### src/rtl/fetch_unit.sv
// fetch_unit
// Instruction fetch stage. Drives the instruction-memory address from the PC
// and reads one 16-bit word per cycle. Single-word instructions go straight
// into the IF/ID register. LDM is two words long: its opcode word is parked in
// hold registers while the immediate word is fetched, and the assembled
// instruction is presented one cycle later.
//
// Ports:
//   clk, rst           rising-edge clock, asynchronous active-high reset
//   imem_addr          instruction memory address (the PC)
//   imem_data          instruction word at imem_addr (combinational read)
//   stall              freeze PC, FSM, hold registers and IF/ID
//   redirect           reload PC from redirect_pc and flush (beats stall)
//   redirect_pc        redirect target
//   op_code, rsrc,
//   rdst, imm          IF/ID instruction fields (imm is non-zero only for LDM)
//   pc_out             address of the first word of the presented instruction
//   if_valid           IF/ID holds a real instruction
module fetch_unit #(
  parameter int                 ADDR_W   = 12,
  parameter int                 DATA_W   = 16,
  parameter int                 OP_W     = 5,
  parameter logic [ADDR_W-1:0]  RESET_PC = '0,
  parameter logic [OP_W-1:0]    OP_LDM   = 5'b00001,
  parameter logic [OP_W-1:0]    OP_NOP   = 5'b00101
) (
  input  logic              clk,
  input  logic              rst,
  output logic [ADDR_W-1:0] imem_addr,
  input  logic [DATA_W-1:0] imem_data,
  input  logic              stall,
  input  logic              redirect,
  input  logic [ADDR_W-1:0] redirect_pc,
  output logic [OP_W-1:0]   op_code,
  output logic [2:0]        rsrc,
  output logic [2:0]        rdst,
  output logic [DATA_W-1:0] imm,
  output logic [ADDR_W-1:0] pc_out,
  output logic              if_valid
);

  typedef enum logic {FETCH, FETCH_IMM} state_t;

  state_t            state, state_next;
  logic [ADDR_W-1:0] pc, pc_next;
  logic [OP_W-1:0]   hold_op, hold_op_next;
  logic [2:0]        hold_rsrc, hold_rsrc_next;
  logic [2:0]        hold_rdst, hold_rdst_next;
  logic [ADDR_W-1:0] hold_pc, hold_pc_next;
  logic [OP_W-1:0]   op_code_next;
  logic [2:0]        rsrc_next, rdst_next;
  logic [DATA_W-1:0] imm_next;
  logic [ADDR_W-1:0] pc_out_next;
  logic              if_valid_next;

  logic [OP_W-1:0]   word_op;
  logic [2:0]        word_rsrc, word_rdst;
  logic [ADDR_W-1:0] pc_inc;

  assign imem_addr = pc;
  assign word_op   = imem_data[DATA_W-1 -: OP_W];
  assign word_rsrc = imem_data[DATA_W-OP_W-1 -: 3];
  assign word_rdst = imem_data[DATA_W-OP_W-4 -: 3];
  // Natural wrap at the top of the address space: an LDM in the last word
  // takes its immediate from address 0.
  assign pc_inc    = pc + ADDR_W'(1);

  // Next-state logic. Everything defaults to "hold", which is exactly what a
  // stall needs. Redirect is checked first so it overrides both stall and
  // any half-fetched LDM.
  always_comb begin
    state_next     = state;
    pc_next        = pc;
    hold_op_next   = hold_op;
    hold_rsrc_next = hold_rsrc;
    hold_rdst_next = hold_rdst;
    hold_pc_next   = hold_pc;
    op_code_next   = op_code;
    rsrc_next      = rsrc;
    rdst_next      = rdst;
    imm_next       = imm;
    pc_out_next    = pc_out;
    if_valid_next  = if_valid;

    if (redirect) begin
      state_next     = FETCH;
      pc_next        = redirect_pc;
      hold_op_next   = '0;
      hold_rsrc_next = '0;
      hold_rdst_next = '0;
      hold_pc_next   = '0;
      op_code_next   = OP_NOP;
      rsrc_next      = '0;
      rdst_next      = '0;
      imm_next       = '0;
      if_valid_next  = 1'b0;
    end else if (!stall) begin
      pc_next = pc_inc;
      case (state)
        FETCH: begin
          if (word_op == OP_LDM) begin
            // Park the opcode word and put a bubble on IF/ID while the
            // immediate is fetched.
            state_next     = FETCH_IMM;
            hold_op_next   = word_op;
            hold_rsrc_next = word_rsrc;
            hold_rdst_next = word_rdst;
            hold_pc_next   = pc;
            op_code_next   = OP_NOP;
            rsrc_next      = '0;
            rdst_next      = '0;
            imm_next       = '0;
            if_valid_next  = 1'b0;
          end else begin
            op_code_next  = word_op;
            rsrc_next     = word_rsrc;
            rdst_next     = word_rdst;
            imm_next      = '0;
            pc_out_next   = pc;
            if_valid_next = 1'b1;
          end
        end
        FETCH_IMM: begin
          state_next    = FETCH;
          op_code_next  = hold_op;
          rsrc_next     = hold_rsrc;
          rdst_next     = hold_rdst;
          imm_next      = imem_data;
          pc_out_next   = hold_pc;
          if_valid_next = 1'b1;
        end
        default: state_next = FETCH;
      endcase
    end
  end

  // State, PC, hold and IF/ID registers. Reset aborts any in-flight LDM.
  always_ff @(posedge clk or posedge rst) begin
    if (rst) begin
      state     <= FETCH;
      pc        <= RESET_PC;
      hold_op   <= '0;
      hold_rsrc <= '0;
      hold_rdst <= '0;
      hold_pc   <= '0;
      op_code   <= OP_NOP;
      rsrc      <= '0;
      rdst      <= '0;
      imm       <= '0;
      pc_out    <= '0;
      if_valid  <= 1'b0;
    end else begin
      state     <= state_next;
      pc        <= pc_next;
      hold_op   <= hold_op_next;
      hold_rsrc <= hold_rsrc_next;
      hold_rdst <= hold_rdst_next;
      hold_pc   <= hold_pc_next;
      op_code   <= op_code_next;
      rsrc      <= rsrc_next;
      rdst      <= rdst_next;
      imm       <= imm_next;
      pc_out    <= pc_out_next;
      if_valid  <= if_valid_next;
    end
  end

endmodule

### config.mk
export PLATFORM = sky130hd
export DESIGN_NAME = fetch_unit
export DESIGN_NICKNAME = d
export VERILOG_FILES = /design/src/rtl/fetch_unit.sv
export SDC_FILE = /design/constraint.sdc
export NUM_CORES = 1
export LEC_CHECK = 0
export ABC_AREA = 1
export CORE_ASPECT_RATIO = 0.7
export CORE_MARGIN = 2
export CORE_UTILIZATION = 30
export DETAILED_ROUTE_END_ITERATION = 10
export PLACE_DENSITY_LB_ADDON = 0.25
export REMOVE_ABC_BUFFERS = 1
export SLEW_MARGIN = 10
export SYNTH_ARGS = -nofsm -noshare
export SYNTH_HDL_FRONTEND = slang
export SYNTH_SLANG_ARGS = --single-unit
### constraint.sdc
create_clock -name clk -period 3.56 [get_ports clk]
set_input_delay 0.712 -clock clk [delete_from_list [all_inputs] [get_ports clk]]
set_output_delay 0.712 -clock clk [all_outputs]
set_load 0.01 [all_outputs]
==> flow_metrics.py, run 1 <==
metrics = {
    "run_status": {
        "status": "finished, final reports clean",
    },
    "yosys": {
        "seq_area_frac_synth": 0.537,
        "avgSynthCellArea_um2": 8.15,
        "synth_area_mm2": 0.00355,
        "ys_warn_count": 0,
        "synth_cell_type_count": 32,
        "ys_seq_elements": 76,
        "netlist.area_leader.share": 0.522,
        "yosys.area.top_type": "dfrtp_1",
        "netlist_instances": 435,
        "ys_top_cells_by_area": "dfrtp_1, nand2_1, nand3_1",
    },
    "detailed_routing": {
        "drc": 0,
        "routed_wl_um": 10100,
        "first_pass_iters": 5,
        "vias": 3200,
        "post_drt_wl_per_cell_um": 14.9,
        "drtIter0Drc": 220,
        "drtAntennaViolNets": 0,
        "via_per_inst": 4.73,
    },
    "worst_setup_path": {
        "path_buf_inv": 3,
        "worstPathRequired_ns": 3.77,
        "critical_path_class": "input pin to flop",
        "critical_path.cell_chain": "clkdlybuf4s50_1, inv_1, nand2_2, inv_2, nand2_4, nand2_1, o21ai_1",
        "endpoint_kind": "flop",
        "start_kind": "input pin",
        "slowest_stage": "inv_2",
        "r2r_start": "imem_addr[0]$_DFFE_PP0P_",
        "slowest_delay_ns": 0.54,
        "arrival_ns": 2.63,
        "critical_path_peak_fanout": 33,
        "critPathTopFamily": "buffers and inverters",
        "startpoint": "stall",
    },
    "clock_network": {
        "numCtsBuffers": 9,
        "insertion_delay_ns": 0.33,
        "cts_tree": "yes",
        "htree_levels": 3,
        "cts_buffer_depth": 2,
        "numClockSinks": 76,
        "postCtsSetupRepairBufs": 0,
        "path_clk_slew_ns": 0.06,
        "ctsHoldBuffers": 0,
        "root_buffer": "clkbuf_16",
        "cts_resized": 0,
    },
    "global_route": {
        "grt.overflow.total": 0,
        "grt_max_degree": 77,
        "grt_pass1_wl_um": 16500,
        "antenna_found_initial": 0,
        "grt_use_total": 0.169,
        "grt_pass1_vias": 3130,
    },
    "die": {
        "rows": 33,
        "boundaryPins": 84,
        "die_h_um": 95.0,
        "coreArea_mm2": 0.0116,
        "dieArea_mm2": 0.0127,
        "initial_utilization": 0.306,
        "fp.dieW_um": 134,
    },
    "hold_path": {
        "min_path_type": "flop to flop",
        "worstHoldStart": "op_code[4]$_DFFE_PP0P_",
    },
    "placed_design": {
        "place_inst": 660,
        "dp_hpwl_um": 6830,
        "place.gp.congestion": 0.867,
        "dpl_cell_area_mm2": 0.00452,
        "port_buffers": 83,
    },
    "power": {
        "p_leak_uw": 0.00227,
        "netSwitchingFraction": 0.261,
        "p_seq_frac": 0.443,
        "comb_power_share": 0.148,
        "peakVddDrop_mv": 0.211,
        "p_int_uw": 1610,
        "switching_power_uw": 569,
        "power.density_mw_per_mm2": 453,
        "clock_power_share": 0.409,
    },
    "timing": {
        "holdWs_ns": 0.481,
        "max_slew.worst_pin.slew_ns": 0.615,
        "finalSetupViolCount": 0,
        "hold_viol_final": 0,
        "fin_tns_setup_ns": 0,
        "fin_skew_ns": 0.00654,
        "fin_crit_sh": 0.680,
        "drv_slew": 0,
        "rsz0062_at_grt": "no",
        "fin_crit_ns": 2.42,
        "max_freq_ghz": 0.413,
        "slew_headroom": 0.590,
    },
    "layout": {
        "fin_nets": 547,
        "drive_above_1_share": 0.0636,
        "insertedDiodeCount": 0,
        "stdcell_area_mm2": 0.00481,
        "instances_no_fill": 676,
        "syn_to_final_growth_pct": 35.6,
        "fin_util": 0.414,
    },
    "job": {
        "maxCapViolCount": 0,
    },
}
-- tightest hold or removal path, cell delays in order (launching register included) --
cell     delay, ns
dfrtp_1       0.34
nand2_1       0.05
o21ai_0       0.05
-- layer usage --
metal | track usage | up-vias | wire length, um
li1 | - | 1571 | -
met1 | 0.257 | 1510 | 5320
met2 | 0.235 | 110 | 4000
met3 | 0.0419 | 9 | 655
met4 | 0.0452 | 0 | 85
met5 | 0 | - | 0
-- cell usage after synthesis (all sizes together) --
cell type and instances:
or2 2, ha 1, o22ai 1, a22oi 1
o21ai 45, a21oi 7, buf 15, xor2 2
mux2i 4, inv 30, clkbuf 7, nand2 158
nand3 48, o31ai 3, nand4 5, a31oi 1
o21bai 2, dfrtp 74, nor2 25, dfstp 2
nor3 2
-- layout by cell type, fill, tap and decap left out, types with 2 or more instances in the layout --
cell / netlist / routed
inv_1: 27 / 26
dfstp_2: 2 / 2
o21ai_0: 30 / 30
clkbuf_1: 6 / 3
nand3_1: 47 / 47
xor2_1: 2 / 2
nor2_1: 24 / 23
a21oi_1: 7 / 7
clkdlybuf4s50_1: 0 / 83
dfrtp_1: 74 / 74
clkinvlp_4: 0 / 2
nand4_1: 5 / 5
nand2_1: 156 / 156
o21ai_1: 15 / 15
buf_4: 2 / 6
inv_2: 3 / 4
o31ai_1: 3 / 3
mux2i_1: 4 / 4
clkbuf_16: 0 / 9
o21bai_1: 2 / 2
-- logic make-up after synthesis --
logic type	count (synthesis)	synth area share
adders and majority gates	1	0.00353
DFF	76	0.537
and+or+nand+nor	240	0.288
AOI/OAI and AO/OA	60	0.0896
buffers and inverters	52	0.0656
muxes	4	0.0113
xor gates and xnor gates	2	0.00494
-- sequential cells by signal (all words and copies together) (netlist names) --
register	cells
hold_op	5
hold_pc	12
hold_rdst	3
hold_rsrc	3
if_valid	1
imem_addr	12
imm	16
op_code	5
pc_out	12
rdst	3
rsrc	3
state	1
-- path summary, 6_finish.rpt --
kind	endpoint	slack [ns]	cells past startpoint
max in group asynchronous	hold_pc[1]$_DFFE_PP0P_	2.44	3
min reg2reg	op_code[4]$_DFFE_PP0P_	0.48	2
min in group asynchronous	imm[6]$_DFFE_PP0P_	0.79	3
max reg2reg	imem_addr[8]$_DFFE_PP0P_	1.95	7
min	op_code[4]$_DFFE_PP0P_	0.48	2
max	pc_out[9]$_DFFE_PP0P_	1.14	7
-- power by group through the flow --
stage	registers [uW]	clock network, uW	logic (uW)
2_1_floorplan	987	0	122
3_3_place_gp	982	0	323
3_5_place_dp	980	0	325
4_1_cts	966	913	327
5_1_grt	974	945	358
6_report	966	893	322
-- metrics by stage --
step | power, uW | setup slack [ns]
floorplan | 1110 | 0.913
global placement | 1300 | 0.878
detailed placement | 1310 | 0.784
CTS | 2210 | 1.12
global route | 2280 | 0.963
finish | 2180 | 1.14
-- layout make-up --
cell class	instances	area, um^2
multi-input combinational	307	1410
inverter	30	113
fill	1168	6790
clock buffer	12	236
tap	157	196
clock inverter	4	50.0
timing repair buffer	90	896
sequential	76	1900
Note: power is estimated with default switching activity, not from simulation.
==> run 2, diff against run 1 <==
- clock period: 3.56 -> 2.5 ns (I/O delays scaled with it)
==> flow_metrics.py, run 2 (synthesis gave the netlist of run 1 again) <==
metrics = {
    "placed_design": {
        "dp_hpwl_um": 6830,
        "port_buffers": 83,
        "place.gp.congestion": 0.900,
        "dpl_cell_area_mm2": 0.00455,
    },
    "clock_network": {
        "cts_buffer_depth": 2,
        "htree_levels": 3,
        "root_buffer": "clkbuf_16",
        "postCtsSetupRepairBufs": 0,
        "cts_tree": "yes",
        "path_clk_slew_ns": 0.06,
        "ctsHoldBuffers": 0,
        "insertion_delay_ns": 0.33,
        "numClockSinks": 76,
        "cts_resized": 0,
        "numCtsBuffers": 9,
    },
    "worst_setup_path": {
        "crit-reg2reg-capture": "imem_addr[8]$_DFFE_PP0P_",
        "start_kind": "flop",
        "critPathTopFamily": "buffers and inverters",
        "critical_path_class": "flop to output port",
        "worstPathRequired_ns": 2.00,
        "slowest_stage": "clkdlybuf4s50_1",
        "slowest_delay_ns": 0.61,
        "r2r_start": "imem_addr[1]$_DFFE_PP0P_",
        "critical_path_peak_fanout": 8,
        "endpoint_kind": "output port",
        "arrival_ns": 1.49,
        "critical_path.cell_chain": "clkdlybuf4s50_1",
        "path_buf_inv": 1,
        "r2r_setup_slack_ns": 1.00,
        "rr_worst_depth": 7,
    },
    "die": {
        "fp.dieW_um": 134,
        "rows": 33,
        "coreArea_mm2": 0.0116,
        "dieArea_mm2": 0.0127,
        "initial_utilization": 0.306,
        "die_h_um": 95.0,
        "boundaryPins": 84,
    },
    "detailed_routing": {
        "via_per_inst": 4.71,
        "drtAntennaViolNets": 0,
        "routed_wl_um": 9930,
        "vias": 3206,
        "first_pass_iters": 4,
        "drc": 0,
        "drtIter0Drc": 236,
        "post_drt_wl_per_cell_um": 14.6,
    },
    "timing": {
        "hold_viol_final": 0,
        "drv_slew": 0,
        "fin_crit_ns": 1.99,
        "max_freq_ghz": 0.503,
        "fin_skew_ns": 0.00444,
        "fin_tns_setup_ns": 0,
        "fin_crit_sh": 0.795,
        "finalSetupViolCount": 0,
        "max_slew.worst_pin.slew_ns": 0.421,
        "slew_headroom": 0.719,
        "rsz0062_at_grt": "no",
    },
    "layout": {
        "largest_reg_flops": 16,
        "final_common_cell": "nand2_1",
        "fillers": 1176,
        "stdcell_area_mm2": 0.00484,
        "regMostFlops": "imm",
        "drive_above_1_share": 0.0727,
        "final_cell_mix": "nand2_1, clkdlybuf4s50_1, dfrtp_1",
        "insertedDiodeCount": 0,
        "syn_to_final_growth_pct": 36.6,
        "fin_nets": 551,
    },
    "global_route": {
        "grt_max_degree": 67,
        "grt_pass1_vias": 3089,
        "grt_use_total": 0.166,
        "grt_pass1_wl_um": 16100,
        "antenna_found_initial": 0,
        "grt.overflow.total": 0,
    },
    "power": {
        "power.total_uw": 3100,
        "peakVddDrop_mv": 0.322,
        "p_leak_uw": 0.00230,
        "power.density_mw_per_mm2": 639,
    },
    "hold_path": {
        "min_path_type": "input pin to asynchronous set/reset pin",
    },
    "run_status": {
        "status": "finished, final reports clean",
    },
    "job": {
        "maxCapViolCount": 0,
    },
}
[run 2: cell types whose count changed in the layout (fill, tap and decap cells not counted)]
cell	before	now
clkbuf_1	3	2
clkinvlp_4	2	0
bufinv_16	1	0
buf_4	6	10
clkbuf_8	0	4
[run 2: layout make-up]
type	instances	area (um^2)	area share
inverter	30	113	0.0232
multi-input combinational	307	1410	0.292
tap	157	196	0.0405
sequential	76	1900	0.393
clock buffer	15	288	0.0594
timing repair buffer	94	926	0.191
clock inverter	1	5.00	0.00103
[run 2: power by group]
group | total, uW | internal [uW] | switching [uW] | leakage [uW]
clock network | 1260 | 780 | 480 | 0.000146
registers | 1370 | 1300 | 74.4 | 0.00101
logic | 462 | 226 | 236 | 0.00115
total | 3100 | 2310 | 791 | 0.00230
[run 2: worst max path at each step]
stage	depth (start not counted)	endpoint	slack, ns	start
after floorplan	1	hold_op[0]$_DFFE_PP0P_	0.06	rst
after global placement	7	rdst[2]$_DFFE_PP0P_	0.47	imem_data[13]
after detailed placement	7	rsrc[2]$_DFFE_PP0P_	0.46	imem_data[13]
after CTS	1	imem_addr[2]	0.52	imem_addr[2]$_DFFE_PP0P_
after global routing	1	imem_addr[2]	0.46	imem_addr[2]$_DFFE_PP0P_
final	1	imem_addr[2]	0.51	imem_addr[2]$_DFFE_PP0P_
[run 2: metal layers]
layer  global-route usage  wire, um
met5                    0         0
met4               0.0293        53
met3               0.0569       654
met2                0.241      4090
met1                0.240      5130
[run 2: through the flow]
step,setup WS (ns),utilization,hold slack [ns],std cells
CTS,0.523,0.418,0.421,680
global placement,0.474,0.392,0.461,664
global route,0.458,0.418,0.432,680
floorplan,0.0650,-,0.460,413
detailed placement,0.456,0.392,0.467,664
finish,0.511,0.418,0.421,680
==> run 3, diff against run 2 <==
- clock period: 2.5 -> 1.7 ns (I/O delays scaled with it)
==> flow_metrics.py, run 3 (synthesis gave the netlist of run 1 again) <==
metrics = {
    "clock_network": {
        "numClockSinks": 76,
        "ctsHoldBuffers": 0,
        "numCtsBuffers": 9,
        "root_buffer": "clkbuf_16",
        "path_clk_slew_ns": 0.06,
        "insertion_delay_ns": 0.34,
        "cts_buffer_depth": 2,
        "postCtsSetupRepairBufs": 0,
        "htree_levels": 3,
        "cts_tree": "yes",
    },
    "power": {
        "p_leak_uw": 0.00243,
        "peakVddDrop_mv": 0.489,
        "power.density_mw_per_mm2": 895,
        "power.total_uw": 4500,
    },
    "timing": {
        "slew_headroom": 0.743,
        "hold_viol_final": 0,
        "fin_skew_ns": 0.00790,
        "rsz0062_at_grt": "no",
        "fin_ws_ns": 0.0255,
        "max_freq_ghz": 0.597,
        "drv_slew": 0,
        "max_slew.worst_pin.slew_ns": 0.385,
        "fin_tns_setup_ns": 0,
        "fin_crit_ns": 1.67,
        "fin_crit_sh": 0.985,
        "finalSetupViolCount": 0,
    },
    "layout": {
        "final_cell_mix": "nand2_1, clkdlybuf4s50_1, dfrtp_1",
        "final_common_cell": "nand2_1",
        "syn_to_final_growth_pct": 41.7,
        "seq_area_mm2": 0.00191,
        "largest_reg_flops": 16,
        "drive_above_1_share": 0.116,
        "regMostFlops": "imm",
        "fin_nets": 570,
        "fin_util": 0.433,
        "multiInputGateArea_mm2": 0.00141,
        "fillers": 1164,
        "insertedDiodeCount": 0,
    },
    "placed_design": {
        "place.gp.congestion": 0.867,
        "port_buffers": 83,
        "dp_slack_ns": -0.0964,
        "dp_hpwl_um": 7060,
    },
    "global_route": {
        "antenna_found_initial": 0,
        "grt_pass1_wl_um": 16600,
        "grt_max_degree": 30,
        "grt.overflow.total": 0,
        "grt_pass1_vias": 3197,
        "grt_use_total": 0.170,
    },
    "worst_setup_path": {
        "critPathTopFamily": "buffers and inverters",
        "r2r_setup_slack_ns": 0.24,
        "critical_path.cell_chain": "clkdlybuf4s50_1",
        "critical_path_class": "flop to output port",
        "critical_path_peak_fanout": 6,
        "slowest_delay_ns": 0.56,
        "worstPathRequired_ns": 1.36,
        "slowest_stage": "clkdlybuf4s50_1",
        "start_kind": "flop",
        "arrival_ns": 1.33,
        "endpoint_kind": "output port",
        "path_buf_inv": 1,
    },
    "job": {
        "maxCapViolCount": 0,
    },
    "die": {
        "die_h_um": 95.0,
        "dieArea_mm2": 0.0127,
        "fp.dieW_um": 134,
        "coreArea_mm2": 0.0116,
        "rows": 33,
        "initial_utilization": 0.306,
        "boundaryPins": 84,
    },
    "detailed_routing": {
        "via_per_inst": 4.71,
        "first_pass_iters": 4,
        "drtAntennaViolNets": 0,
        "drc": 0,
        "vias": 3291,
        "drtIter0Drc": 333,
        "routed_wl_um": 10000,
        "post_drt_wl_per_cell_um": 14.3,
    },
    "run_status": {
        "status": "finished, final reports clean",
    },
    "hold_path": {
        "min_path_type": "input pin to asynchronous set/reset pin",
    },
}
==> run 3: cell type report <==
| cell class | instances | share of cell area |
|---|---|---|
| well taps | 157 | 0.0391 |
| flip-flops and latches | 76 | 0.381 |
| repair buffers | 113 | 0.224 |
| clock buffers | 13 | 0.0498 |
| inverters | 30 | 0.0224 |
| multi-input cells | 307 | 0.281 |
| clock inverters | 3 | 0.00299 |
==> run 3: worst paths after layout <==
kind | cells after the start | endpoint | startpoint
setup / recovery | 1 | imem_addr[4] | imem_addr[4]$_DFFE_PP0P_
hold / removal | 2 | imm[4]$_DFFE_PP0P_ | rst
setup reg to reg | 7 | imem_addr[8]$_DFFE_PP0P_ | imem_addr[0]$_DFFE_PP0P_
hold reg to reg | 2 | if_valid$_DFFE_PP0P_ | if_valid$_DFFE_PP0P_
max in group asynchronous | 3 | op_code[2]$_DFFE_PP1P_ | rst
min in group clk | 2 | if_valid$_DFFE_PP0P_ | if_valid$_DFFE_PP0P_
==> run 3: metal layers <==
metal	share of wire	GRT usage	vias up
met3	0.071	0.0601	6
met1	0.51	0.251	1559
met2	0.41	0.239	118
met4	0.0046	0.0310	0
met5	0	0	-
li1	-	-	1608
==> run 3: what timing repair did <==
| action | in CTS | in global routing |
|---|---|---|
| endpoints found under the setup margin | 8 | 5 |
| gates cloned | 0 | 0 |
| resized for setup | 8 | 5 |
| pin swaps | 0 | 0 |
==> run 3: report_power, final <==
part | switching, uW | leakage, uW | total [uW] | internal, uW
Clock | 725 | 0.000133 | 1750 | 1020
Combinational | 372 | 0.00130 | 740 | 368
Sequential | 94.9 | 0.000998 | 2010 | 1920
Total | 1190 | 0.00243 | 4500 | 3310
==> run 3: metrics by stage <==
step | hold WS, ns | std cells | cell area [um^2]
after global placement | 0.461 | 683 | 4740
final | 0.314 | 699 | 5030
after global routing | 0.334 | 699 | 5030
after CTS | 0.317 | 699 | 5010
after floorplan | 0.403 | 413 | 3430
after detailed placement | 0.469 | 683 | 4740
